<file path="src/rtl/serial_subtractor.sv">
// Bit-serial subtractor: diff = a - b - bin, LSB first, one full-subtractor step per clock.
// Start/done handshake; the result and the final borrow hold until the next completion.
module serial_subtractor #(
   parameter int WIDTH = 8
) (
   input  logic             clk,
   input  logic             rst,
   input  logic             start,
   input  logic [WIDTH-1:0] a,
   input  logic [WIDTH-1:0] b,
   input  logic             bin,
   output logic             busy,
   output logic             done,
   output logic [WIDTH-1:0] diff,
   output logic             borrow_out
);

   localparam int CNT_W = $clog2(WIDTH + 1);
   localparam logic [CNT_W-1:0] LAST = CNT_W'(WIDTH - 1);

   typedef enum logic [1:0] {IDLE, RUN, DONE} state_t;

   state_t           state;
   logic [WIDTH-1:0] a_sh;
   logic [WIDTH-1:0] b_sh;
   logic [WIDTH-1:0] res;
   logic [WIDTH-1:0] res_next;
   logic [CNT_W-1:0] cnt;
   logic             bw;
   logic             d_bit;
   logic             bw_next;
   logic             accept;

   function automatic logic fs_diff(input logic x, input logic y, input logic bi);
      return x ^ y ^ bi;
   endfunction

   function automatic logic fs_borrow(input logic x, input logic y, input logic bi);
      return (~x & y) | (~(x ^ y) & bi);
   endfunction

   assign accept  = start && (state != RUN);
   assign d_bit   = fs_diff(a_sh[0], b_sh[0], bw);
   assign bw_next = fs_borrow(a_sh[0], b_sh[0], bw);

   // New bit enters at the MSB end so that after WIDTH steps bit 0 sits at index 0.
   always_comb begin
      res_next = res >> 1;
      res_next[WIDTH-1] = d_bit;
   end

   // Control, borrow register and visible results
   always_ff @(posedge clk) begin
      if (rst) begin
         state      <= IDLE;
         busy       <= 1'b0;
         done       <= 1'b0;
         diff       <= '0;
         borrow_out <= 1'b0;
         cnt        <= '0;
         bw         <= 1'b0;
      end else begin
         case (state)
            IDLE, DONE: begin
               done <= 1'b0;
               if (start) begin
                  state <= RUN;
                  busy  <= 1'b1;
                  bw    <= bin;
                  cnt   <= '0;
               end else begin
                  state <= IDLE;
               end
            end
            RUN: begin
               bw  <= bw_next;
               cnt <= cnt + 1'b1;
               if (cnt == LAST) begin
                  diff       <= res_next;
                  borrow_out <= bw_next;
                  state      <= DONE;
                  busy       <= 1'b0;
                  done       <= 1'b1;
                  cnt        <= '0;
               end
            end
            default: begin
               state <= IDLE;
               busy  <= 1'b0;
               done  <= 1'b0;
            end
         endcase
      end
   end

   // Operand and partial-result shift registers carry no reset; a partial result never reaches diff.
   always_ff @(posedge clk) begin
      if (accept) begin
         a_sh <= a;
         b_sh <= b;
      end else if (state == RUN) begin
         a_sh <= a_sh >> 1;
         b_sh <= b_sh >> 1;
         res  <= res_next;
      end
   end

endmodule

</file>
<file path="config.mk">
export PLATFORM = sky130hd
export DESIGN_NAME = serial_subtractor
export DESIGN_NICKNAME = d
export VERILOG_FILES = /design/src/rtl/serial_subtractor.sv
export SDC_FILE = /design/constraint.sdc
export NUM_CORES = 1
export LEC_CHECK = 0
export ABC_AREA = 1
export BUFFER_PORTS_ARGS = -buffer_cell sky130_fd_sc_hd__buf_2
export CAP_MARGIN = 20
export CORE_ASPECT_RATIO = 1.4
export CORE_UTILIZATION = 58
export CTS_CLUSTER_DIAMETER = 200
export DETAILED_ROUTE_END_ITERATION = 7
export PLACE_DENSITY = 0.85
export SKIP_CTS_REPAIR_TIMING = 1
export SLEW_MARGIN = 20
export SYNTH_ARGS = -nofsm -noshare
export SYNTH_HDL_FRONTEND = slang
export SYNTH_SLANG_ARGS = --single-unit
</file>
<file path="constraint.sdc">
create_clock -name clk -period 2.92 [get_ports clk]
set_clock_uncertainty 0.1 [all_clocks]
set_input_delay 0.584 -clock clk [delete_from_list [all_inputs] [get_ports clk]]
set_output_delay 0.584 -clock clk [all_outputs]
set_load 0.01 [all_outputs]
</file>
==> out/qor.yml <==
worstHoldStart: "res[5]"
first_pass_iters: 4
cp_max_fo: 20
cts_tree: "built"
crit_path_start: "state[1]"
portBuffers: 30
r2r_end: "b_sh[3]"
hold_end: "res[4]"
rsz0062_at_grt: "false"
num_vias: 1208
die_w_um: 47.2
n_antenna_cell: 0
synth_top_family_by_area: "simple AND/OR/NAND/NOR gates"
vias_per_cell: 5.12
synth_compound_area_share_pct: 6.72
htreeDepth: 2
gp_congestion: 0.756
slew_headroom_pct: 68.1
fmax_mhz: 636
ir_drop_mv: 0.511
end_kind: "flop"
area_growth_pct: 14.7
fin_crit_sh_pct: 53.9
final_common_cell: "nand2_1"
clk_path_buf_depth: 2
antenna_found_initial: 0
status: "complete, no violations"
synth-seq-area-share_pct: 63.4
synth_area_leaders: "edfxtp_1 (42%), dfxtp_1 (22%), nand2_1 (8.6%)"
tns_ns: 0
layout_common_cells: "nand2_1 (38), buf_2 (30), nor2_1 (23), edfxtp_1 (23), dfxtp_1 (18)"
cts-root-buf: "clkbuf_4"
grt_overflow: 0
grt_pass1_vias: 1223
ys_seq_elements: 41
synthSimpleGateAreaFrac_pct: 21.5
drv_cap: 0
placed_cell_area_mm2: 0.00181
synth_cells: 168
setup-violations-final: 0
syn-num-nets: 190
nets: 221
synthAdderAreaFrac_pct: 1.96
clkSinkCount: 41
synth_cell_types: 22
r2r_slack_ns: 1.35
synth.mux.area_fraction_pct: 0
core-area_mm2: 0.00267
reg2reg_depth: 6
grt_usage_pct: 22.2
leakage_nw: 0.844
cts-buffers-inserted: 5
fin_crit_ns: 1.57
cp-start-kind: "flop"
design_area_mm2: 0.00190
drt_first_iter_violations: 53
p_per_area_mw_per_mm2: 610
grt_pass1_wl_um: 4820
avgSynthCellArea_um2: 9.86
drive_gt1_share_pct: 22.0
dp_hpwl_um: 2040
arrival_ns: 1.58
ios: 31
netlist_area_mm2: 0.00166
slew_violations: 0
yosysTopAreaCellShare_pct: 41.7
yosysWarnings: 0
routedWlPerCell_um: 11.7
reg2reg_from: "state[1]"
yosysTopAreaCell: "edfxtp_1"
worst_hold_path.num_cells: 0
drtAntennaViolNets: 0
path_clk_slew_ns: 0.12
drcViolationCount: 0
initial_core_util_pct: 62.0
rows: 22
hold_class: "reg2reg"
grt_max_degree: 21
wl_um: 2760
finalHoldViolCount: 0
tightest_slew_ns: 0.478
dieArea_mm2: 0.00308
die_y_um: 65.2
insertion_delay_ns: 0.34
synth_xor_area_share_pct: 0
worstSetupPathType: "reg2reg"
cp.required_ns: 2.93
## synth_stat cells
master	number
ha_1	1
nand2_1	38
nand3_1	17
a21oi_1	7
o21ai_0	4
o21ai_2	1
buf_2	3
fa_1	1
clkbuf_1	2
o21a_1	1
o21ai_1	8
inv_1	12
nand4_1	1
nor2_4	1
nor3_1	1
clkinv_8	1
nand2_2	2
edfxtp_1	23
buf_6	2
or2_2	1
dfxtp_1	18
nor2_1	23
## sequential cells by signal, indices dropped and copies added, names as in the netlist
| register | flops |
|---|---|
| res | 7 |
| busy | 1 |
| b_sh | 8 |
| state | 2 |
| bw | 1 |
| cnt | 4 |
| done | 1 |
| diff | 8 |
| borrow_out | 1 |
| a_sh | 8 |
## cells by family after synthesis
group           count (synthesis)
simple gates                   84
flops                          41
compound gates                 21
buf+inv                        20
fa+ha+maj                       2
## routing by layer
| layer | global-route usage, % | wire, µm | up-vias |
|---|---|---|---|
| met3 | 5.22 | 117 | 8 |
| met4 | 11.4 | 62 | 0 |
| li1 | - | - | 617 |
| met2 | 38.4 | 1430 | 35 |
| met5 | 0 | 0 | - |
| met1 | 23.8 | 1140 | 548 |
## worst max-delay path, cell delays in order, from the launching register on
cell and delay [ns]:
dfxtp_1 0.33, inv_1 0.04, nand2_1 0.06, buf_4 0.23
nand2_1 0.34, nand2_1 0.17, nand2_1 0.07
## area by class of cell
class	count	area, µm²
Clock inverter	1	30.0
Clock buffer	7	55.1
Fill cell	224	771
Inverter	13	61.3
Timing Repair Buffer	31	158
Sequential cell	41	1050
Tap cell	36	45.0
Multi-Input combinational cell	107	499
## per-stage QoR
| step | std cells | util [%] | power [mW] | setup slack, ns | hold WS [ns] |
|---|---|---|---|---|---|
| finish | 236 | 71.1 | 1.16 | 1.35 | 0.363 |
| global route | 236 | 71.1 | 1.21 | 1.18 | 0.359 |
| CTS | 236 | 71.1 | 1.17 | 1.33 | 0.359 |
| detailed placement | 228 | 67.9 | 0.796 | 1.10 | 0.339 |
| global placement | 228 | 67.9 | 0.788 | 1.16 | 0.337 |
| floorplan | 168 | - | 0.761 | 1.38 | 0.327 |
## where the power goes
group | leakage [nW] | switching (mW) | internal, mW
clock network | 0.0455 | 0.172 | 0.205
logic | 0.422 | 0.0648 | 0.0377
registers | 0.376 | 0.0171 | 0.663
## worst max path at each step
stage / endpoint / cells after the start
4_1_cts: b_sh[3] / 6
6_report: b_sh[3] / 6
5_1_grt: b_sh[3] / 6
2_1_floorplan: a_sh[0] / 2
3_5_place_dp: b_sh[3] / 4
3_3_place_gp: a_sh[3] / 4
(Power assumes the default switching activity.)
